## src/rtl/minmax_tracker.sv

```systemverilog
// Running max/min tracker over a fixed-length stream of unsigned 8-bit samples.
// Two magnitude comparators check each sample against the current max and min.

module mag_cmp8 (
    input  logic [7:0] a,
    input  logic [7:0] b,
    output logic       lt,
    output logic       gt
);
    assign lt = (a < b);
    assign gt = (a > b);
endmodule

module minmax_tracker #(
    parameter int N_SAMPLES = 16,
    parameter int CNT_W     = 5
) (
    input  logic             clk,
    input  logic             rst_n,
    input  logic             start,
    input  logic             in_valid,
    output logic             in_ready,
    input  logic [7:0]       in_data,
    output logic [7:0]       max_out,
    output logic [7:0]       min_out,
    output logic [CNT_W-1:0] count,
    output logic             busy,
    output logic             done
);
    typedef enum logic [1:0] {
        IDLE  = 2'd0,
        FIRST = 2'd1,
        RUN   = 2'd2,
        DONE  = 2'd3
    } state_t;

    localparam logic [CNT_W-1:0] N_LAST = CNT_W'(N_SAMPLES);

    state_t           state, state_nxt;
    logic             xfer;
    logic [CNT_W-1:0] count_inc;
    logic             above_max, below_min;
    logic             unused_max_lt, unused_min_gt;

    mag_cmp8 u_cmp_max (
        .a  (in_data),
        .b  (max_out),
        .lt (unused_max_lt),
        .gt (above_max)
    );

    mag_cmp8 u_cmp_min (
        .a  (in_data),
        .b  (min_out),
        .lt (below_min),
        .gt (unused_min_gt)
    );

    // Handshake decodes come from registered state only, so nothing in in_data reaches an output.
    assign in_ready  = (state == FIRST) || (state == RUN);
    assign busy      = in_ready;
    assign done      = (state == DONE);
    assign xfer      = in_valid && in_ready;
    assign count_inc = count + CNT_W'(1);

    // NOTE: every variable written here gets a default first, so no path can infer a latch.
    always_comb begin
        state_nxt = state;
        case (state)
            IDLE, DONE: if (start) state_nxt = FIRST;
            FIRST:      if (xfer)  state_nxt = (N_SAMPLES == 1) ? DONE : RUN;
            RUN:        if (xfer && (count_inc == N_LAST)) state_nxt = DONE;
            default:    state_nxt = IDLE;
        endcase
    end

    // NOTE: sequential state uses non-blocking assignments so all registers update from pre-edge values.
    always_ff @(posedge clk or negedge rst_n) begin
        if (!rst_n) begin
            state   <= IDLE;
            max_out <= 8'h00;
            min_out <= 8'hFF;
            count   <= '0;
        end else begin
            state <= state_nxt;
            case (state)
                IDLE, DONE: begin
                    if (start) count <= '0;
                end
                FIRST: begin
                    if (xfer) begin
                        max_out <= in_data;
                        min_out <= in_data;
                        count   <= CNT_W'(1);
                    end
                end
                RUN: begin
                    if (xfer) begin
                        if (above_max) max_out <= in_data;
                        if (below_min) min_out <= in_data;
                        count <= count_inc;
                    end
                end
                default: ;
            endcase
        end
    end
endmodule

```

## config.mk

```make
export PLATFORM = sky130hd
export DESIGN_NAME = minmax_tracker
export DESIGN_NICKNAME = d
export VERILOG_FILES = /design/src/rtl/minmax_tracker.sv
export SDC_FILE = /design/constraint.sdc
export NUM_CORES = 1
export LEC_CHECK = 0
export BUFFER_PORTS_ARGS = -buffer_cell sky130_fd_sc_hd__clkbuf_2
export CAP_MARGIN = 10
export CORE_MARGIN = 3
export CORE_UTILIZATION = 54
export DETAILED_ROUTE_END_ITERATION = 6
export PLACE_DENSITY = 0.84
export SLEW_MARGIN = 20
export SYNTH_ARGS = -nofsm -noshare
export SYNTH_HDL_FRONTEND = slang
export SYNTH_HIERARCHICAL = 1
export SYNTH_SLANG_ARGS = --single-unit
```

## constraint.sdc

```tcl
create_clock -name clk -period 2.7 [get_ports clk]
set_input_delay 0.54 -clock clk [delete_from_list [all_inputs] [get_ports clk]]
set_output_delay 0.54 -clock clk [all_outputs]
set_load 0.01 [all_outputs]
```

Word level (Yosys, flattened, before mapping)
Index checks and enable logic that the tools add are counted.
Widths: inputs -> output; s select.

storage, ports and cells
  register bits after elaboration = 23
  output and inout bits = 24

cells by class
  $add $sub $neg = 1
  magnitude comparators = 2
  reduce and logical (&&, ||, !) cells = 10
  mux-type cells = 15
  equal/unequal tests = 10

operators by type and width
  cell                 count
  $mux 8               5
  $pmux 8 s2           2
  $mux 5               3
  $pmux 5 s3           1
  $ne 2x2->1 const B   5
  $gt 8x8->1           1
  $lt 8x8->1           1
  $reduce_and 4->1     2
  $mux 2               3
  $pmux 2 s3           1
  $reduce_and 3->1     2
  $add 5x1->5 const B  1
  $eq 5x5->1 const B   1
  $eq 2x2->1 const B   2
  $eq 2x1->1 const B   1
  $logic_and 1x1->1    2
  $logic_not 2->1      1
  $ne 2x1->1 const B   1
  $reduce_bool 2->1    1
  $reduce_or 2->1      1
  $logic_or 1x1->1     1

Logic depth before layout (Yosys ltp)
Gate-level depths: netlist (run 1).

  word-level depth = 6
  depth in mapped cells = 8
  depth with buffers taken out = 8

Hierarchy
Netlist (run 1), hierarchy kept.

modules (own cells, without submodules)
  module          times used  seq. area each (um2)  area each (um2)  cells each
  minmax_tracker  1           585.6                 1221.2           88
  mag_cmp8        2           0.0                   211.5            29

Worst setup path before layout (run 1)
OpenSTA, ideal clock, no wires.

  path type = input-to-reg
  from = input in_data[1]
  to = register max_out[0]
  cell stages on the path = 7
  data required time = 2575 ps
  arrival time = 1981 ps
  slack = 594 ps
  cell sequence = ha_1 > nor2b_1 > o211ai_2 > a21oi_2 > o21ba_1 > o21ai_4 > mux2_4

on the way
  cells in the longest elaborated chain, start to end = 3

ends and longest elaborated chain
  item                        line  RTL
  start, declared             23    input logic [7:0] in_data,
  $gt 8x8->1                  11    assign gt = (a > b);
  named net above_max         42    logic above_max, below_min;
  $ne 2x2->1 (no line)        -
  $reduce_and 4->1 (no line)  -
  end signal, assigned        92    max_out <= in_data;
  end signal, assigned        99    if (above_max) max_out <= in_data;
  end, declared               24    output logic [7:0] max_out,

The timed path passes the listed nets, and every way through them passes these cells.
A chain may end at the register's enable or synchronous reset.

Worst setup path in the final report (run 1)
  from = register min_out[7]
  to = register min_out[2]

on the way
  cells in the longest elaborated chain, start to end = 3

ends and longest elaborated chain
  item                        line  RTL
  start, declared             25    output logic [7:0] min_out,
  start signal, assigned      93    min_out <= in_data;
  start signal, assigned      100   if (below_min) min_out <= in_data;
  $lt 8x8->1                  10    assign lt = (a < b);
  named net below_min         42
  $ne 2x2->1 (no line)        -
  $reduce_and 4->1 (no line)  -

The timed path passes the listed nets, and every way through them passes these cells.

==> qor.csv, run 1 <==
stage;metric;value;unit
job;cap_violations;0;
grt;top_usage_layer;met2;
finish;final_common_cell;clkbuf_2;
floorplanning;chipHeight;60.78;um
sta;rsz0062_at_grt;false;
place;gp_congestion;0.7700;
finish;syn2layout_area_growth;14.44;%
floorplanning;die_w;60.78;um
critical_path;worstSetupPathType;reg -> reg;
finish;final_area;1854;sq um
cts;cts_resized;0;
sta;hold_violations;0;
floorplanning;die_area;3694;sq um
sta;relSlewSlack;61.72;%
critical_path;crit_path_max_fanout;8;
floorplanning;pin_count;36;
grt;grt_pass1_wl;5.278;mm
critical_path;worst_ep_arrival_time;2.42;ns
grt;met1_usage;22.12;%
route;vias;1183;
floorplanning;initial_utilization;57.76;%
cts;tritoncts;done;
grt;use_met2;35.11;%
pwr;peakVddDrop;0.6191;mV
grt;grt-ovfl-total;0;
floorplanning;rows;19;
route;routed_wl;3.208;mm
sta;skew;0.001547;ns
finish;most-common-layout-cells;clkbuf_2, ha_1, inv_1;
synthesis;syn_avg_cell_area;11.41;sq um
sta;setup_slack;0.5356;ns
cts;htreeDepth;1;
place;hpwl;2.501;mm
critical_path;critPathSlowestCell;dfstp_2;
pwr;p_leak;0.9860;nW
finish;drive_gt1_share;42.78;%
route;viasPerCell;5.607;
sta;tightest_slew;0.5742;ns
place;dpl-instance-area;1827;sq um
cts;cts_root_buf;clkbuf_4;
run_status;status;finished clean;
critical_path;crit_required;2.95;ns
route;dr.pass1.iters;4;
grt;antenna_found_initial;0;
finish;nNetsFinal;215;
pwr;power_density;1135;nW/um^2
critical_path;cp_cell_sequence;inv_1 > ha_1 > nand2_1 > o21ai_0 > nor2_1 > o21ai_4 > mux2_4;
place;pre_cts_slack;0.3263;ns
cts;cts_buffers;3;
grt;grt_pass1_vias;1190;
critical_path;cpPeakStageDelay;0.56;ns
place;port_buffers;35;
cts;cts_hold_buf;0;
finish;diodes;0;
sta;fin_crit_sh;80.16;%
cts;postCtsSetupRepairBufs;0;
floorplanning;core;2805;sq um
route;postRouteAntennaNets;0;
critical_path;end_kind;flip-flop;
grt;grt_usage;18.89;%
grt;grt_use_met3;2.766;%
sta;setup_viol;0;
cts;clock-sinks;23;
cts;max-clock-path-buffers;2;
sta;slew_violations;0;
synthesis;syn_inst;142;
route;drc_errors;0;
sta;fin_tns_setup;0;ns
route;wl_per_cell;15.20;um
cts;clock_latency;0.31;ns
route;dr.first_iter.drc_count;33;
worst_hold_path;min_path_type;in -> async;
critical_path;cp-start-kind;flip-flop;
synthesis;synth_nets;176;
grt;grt_max_degree;24;
synthesis;synth_area;1620;sq um
sta;fmax;0.4620;GHz
synthesis;ys_warn_count;6;
sta;layout_min_cycle_time;2.164;ns
cts;path_clk_slew;0.13;ns
final cells by class:
type                       count  area, sq um
multi-input combinational     98        952.2
fill                         209        950.9
sequential                    23        585.6
timing repair buffer          35        175.2
inverter                      20        75.07
tap                           31        38.79
clock buffer                   3        22.52
clock inverter                 1        5.005
sequential cells by signal (all words and copies together), names as in the netlist:
| signal | cells |
|---|---|
| state | 2 |
| max_out | 8 |
| min_out | 8 |
| count | 5 |
layer usage:
layer	part of all wire, %	up-vias
met1	43	571
met4	1.7	0
met2	52	31
met5	0	-
li1	-	575
met3	3.8	6
worst paths after layout:
check	startpoint	endpoint	slack (ns)	cells after the start
max in group asynchronous	rst_n	min_out[6]	2.12	1
min	rst_n	max_out[1]	0.20	1
min in group clk	in_data[1]	min_out[1]	0.52	2
min reg2reg	max_out[1]	max_out[1]	0.56	1
max reg2reg	min_out[7]	min_out[2]	0.54	7
max	min_out[7]	min_out[2]	0.54	7
worst max-delay path, delay by kind of cell, from the launching register on:
| kind | cells | cell delay (ns) |
|---|---|---|
| mux | 1 | 0.34 |
| flops | 1 | 0.56 |
| compound gates | 2 | 0.67 |
| fa+ha+maj | 1 | 0.30 |
| simple gates | 2 | 0.18 |
| buf+inv | 1 | 0.04 |
power by group:
part / switching, mW / total (mW) / internal (mW)
combinational: 0.638 / 1.27 / 0.630
sequential: 0.135 / 0.675 / 0.540
clock: 0.105 / 0.161 / 0.0553
stage by stage:
| step | hold WS (ns) | power (mW) | instances | utilization [%] |
|---|---|---|---|---|
| final | 0.1994 | 2.104 | 211 | 66.10 |
| after global routing | 0.2150 | 2.281 | 211 | 66.10 |
| after CTS | 0.2061 | 2.117 | 211 | 66.10 |
| after detailed placement | 0.5258 | 1.949 | 207 | 65.12 |
| after global placement | 0.5206 | 1.879 | 207 | 65.12 |
| after floorplan | 0.2444 | 1.608 | 142 | - |
Power figures use the tool's default switching activity.
==> run 2: changes to the inputs <==
==> constraint.sdc (replaced) <==
create_clock -name clk -period 2.2 [get_ports clk]
set_input_delay 0.44 -clock clk [delete_from_list [all_inputs] [get_ports clk]]
set_output_delay 0.44 -clock clk [all_outputs]
set_load 0.01 [all_outputs]
==> run 2 against run 1 <==
  * Hold slack worse by 0.10 ns
  * Core utilization up 1.2 points
  * Setup slack worse by 0.39 ns
  * Final area up 1.9%
  * Register-to-register slack worse by 0.39 ns
  * Maximum frequency up 5.3%
  * Critical path depth up 2
  * Sequential share of layout area down 0.59 points
  * Via count up 0.34%
  * Combinational power up 29%
  * Routed wire length up 4.0%
  * Largest cell class unchanged
==> qor.csv, run 2 (synthesis gave the netlist of run 1 again) <==
stage;metric;value;unit;change
cts;cts_buffers;3;;unchanged
run_status;status;finished clean;;
place;hpwl;2.651;mm;+6.0%
cts;cts_resized;0;;unchanged
floorplanning;die_w;60.78;um;unchanged
route;vias;1187;;+0.34%
route;dr.pass1.iters;4;;unchanged
place;dp.cells;210;;+1.4%
finish;nNetsFinal;218;;+1.4%
critical_path;crit_path_max_fanout;8;;unchanged
place;port_buffers;35;;unchanged
critical_path;cp-start-kind;flip-flop;;
sta;fmax;0.4866;GHz;+5.3%
finish;final_common_cell;clkbuf_2;;
critical_path;cp_cell_sequence;inv_1 > ha_1 > nor2b_1 > o211ai_2 > a21oi_2 > o21ba_1 > o21ai_4 > buf_12 > mux2_4;;
critical_path;crit_required;2.40;ns;-0.55 ns
grt;grt_usage;19.96;%;+1.1 points
cts;clock-sinks;23;;unchanged
route;postRouteAntennaNets;0;;unchanged
sta;rsz0062_at_grt;false;;
floorplanning;pin_count;36;;unchanged
pwr;peakVddDrop;0.8914;mV;+44%
critical_path;r2r_start;max_out[1];;
critical_path;cpPeakStageDelay;0.41;ns;-0.15 ns
critical_path;critPathSlowestCell;dfrtp_1;;
critical_path;worstReg2RegEnd;max_out[5];;
floorplanning;die_area;3694;sq um;unchanged
grt;grt_max_degree;24;;unchanged
floorplanning;rows;19;;unchanged
grt;antenna_found_initial;0;;unchanged
cts;clock_latency;0.31;ns;about the same
sta;hold_violations;0;;unchanged
cts;postCtsSetupRepairBufs;0;;unchanged
floorplanning;chipHeight;60.78;um;unchanged
finish;instances_no_fill;214;;+1.4%
floorplanning;core;2805;sq um;unchanged
sta;holdWs;0.09684;ns;-0.1026 ns
critical_path;end_kind;flip-flop;;
job;cap_violations;0;;unchanged
finish;largestRegisters;max_out: 8 flops, min_out: 8 flops, count: 5 flops;;
cts;path_clk_slew;0.13;ns;about the same
grt;grt-ovfl-total;0;;unchanged
pwr;power_density;1409;nW/um^2;+24%
pwr;p_leak;1.005;nW;+1.9%
finish;nFillCells;218;;+4.3%
grt;grt_pass1_vias;1223;;+2.8%
place;pre_cts_slack;0.01456;ns;-0.3117 ns
sta;skew;0.004184;ns;+0.002637 ns
route;drc_errors;0;;unchanged
cts;htreeDepth;1;;unchanged
sta;layout_min_cycle_time;2.055;ns;-0.1093 ns
finish;finalCoreUtilization;67.35;%;+1.2 points
finish;drive_gt1_share;43.72;%;+0.94 points
cts;max-clock-path-buffers;2;;unchanged
route;wl_per_cell;15.59;um;+2.5%
critical_path;worstSetupPathType;reg -> reg;;
cts;cts_hold_buf;0;;unchanged
sta;fin_crit_sh;93.41;%;+13 points
worst_hold_path;min_path_type;in -> async;;
route;dr.first_iter.drc_count;50;;+52%
route;routed_wl;3.336;mm;+4.0%
sta;relSlewSlack;61.83;%;+0.11 points
critical_path;worst_ep_arrival_time;2.26;ns;-0.16 ns
critical_path;r2r_setup_slack;0.14;ns;-0.39 ns
cts;cts_root_buf;clkbuf_4;;
finish;most-common-layout-cells;clkbuf_2, ha_1, inv_1;;
sta;slew_violations;0;;unchanged
finish;syn2layout_area_growth;16.60;%;
floorplanning;initial_utilization;57.76;%;unchanged
sta;setup_viol;0;;unchanged
finish;diodes;0;;unchanged
cts;tritoncts;done;;
sta;setup_slack;0.1450;ns;-0.3907 ns
critical_path;r2r_cells;9;;+2
sta;fin_tns_setup;0;ns;unchanged
route;viasPerCell;5.547;;-1.1%
grt;grt_pass1_wl;5.499;mm;+4.2%
place;gp_congestion;0.7692;;-0.10%
sta;tightest_slew;0.5725;ns;-0.001700 ns
run 2: cell count changes in the layout (fill, tap and decap cells not counted), sizes merged:
| cell | delta |
|---|---|
| buf | +3 |
run 2: routing by layer:
layer / vias to the layer above / track usage, % / part of all wire [%]
met2: 27 / 38.02 / 52
met3: 4 / 3.404 / 3.4
li1: 583 / - / -
met5: - / 0 / 0
met4: 0 / 6.811 / 1.0
met1: 573 / 22.03 / 43
run 2: worst max-delay path, delay by kind of cell, from the launching register on:
family | cells | cell delay, ns
compound gates | 4 | 0.59
flops | 1 | 0.41
mux | 1 | 0.30
fa+ha+maj | 1 | 0.29
buf+inv | 2 | 0.23
simple gates | 1 | 0.14
run 2: final cells by class:
type / instances / area [sq um] / share of cell area (%)
clock buffers: 3 / 22.52 / 1.192
repair buffers: 38 / 210.2 / 11.13
inverters: 20 / 75.07 / 3.974
well taps: 31 / 38.79 / 2.053
clock inverters: 1 / 5.005 / 0.2649
flip-flops and latches: 23 / 585.6 / 30.99
multi-input cells: 98 / 952.2 / 50.40
run 2: how the worst max path moves through the flow:
stage	startpoint	end	slack [ns]
2_1_floorplan	in_data[1]	max_out[0]	0.21
3_3_place_gp	in_data[1]	max_out[3]	0.09
3_5_place_dp	in_data[1]	max_out[5]	0.01
4_1_cts	max_out[1]	max_out[5]	0.15
5_1_grt	max_out[1]	max_out[5]	0.04
6_report	max_out[1]	max_out[5]	0.14
run 2: where the power goes:
part           switching, mW  internal [mW]
combinational          0.813          0.827
clock                  0.128         0.0678
sequential             0.163          0.663
total                   1.10           1.56
run 2: per-stage QoR:
| step | area [sq um] | power, mW |
|---|---|---|
| floorplan | 1620 | 1.974 |
| CTS | 1889 | 2.681 |
| finish | 1889 | 2.661 |
| detailed placement | 1862 | 2.474 |
| global placement | 1862 | 2.375 |
| global route | 1889 | 2.883 |
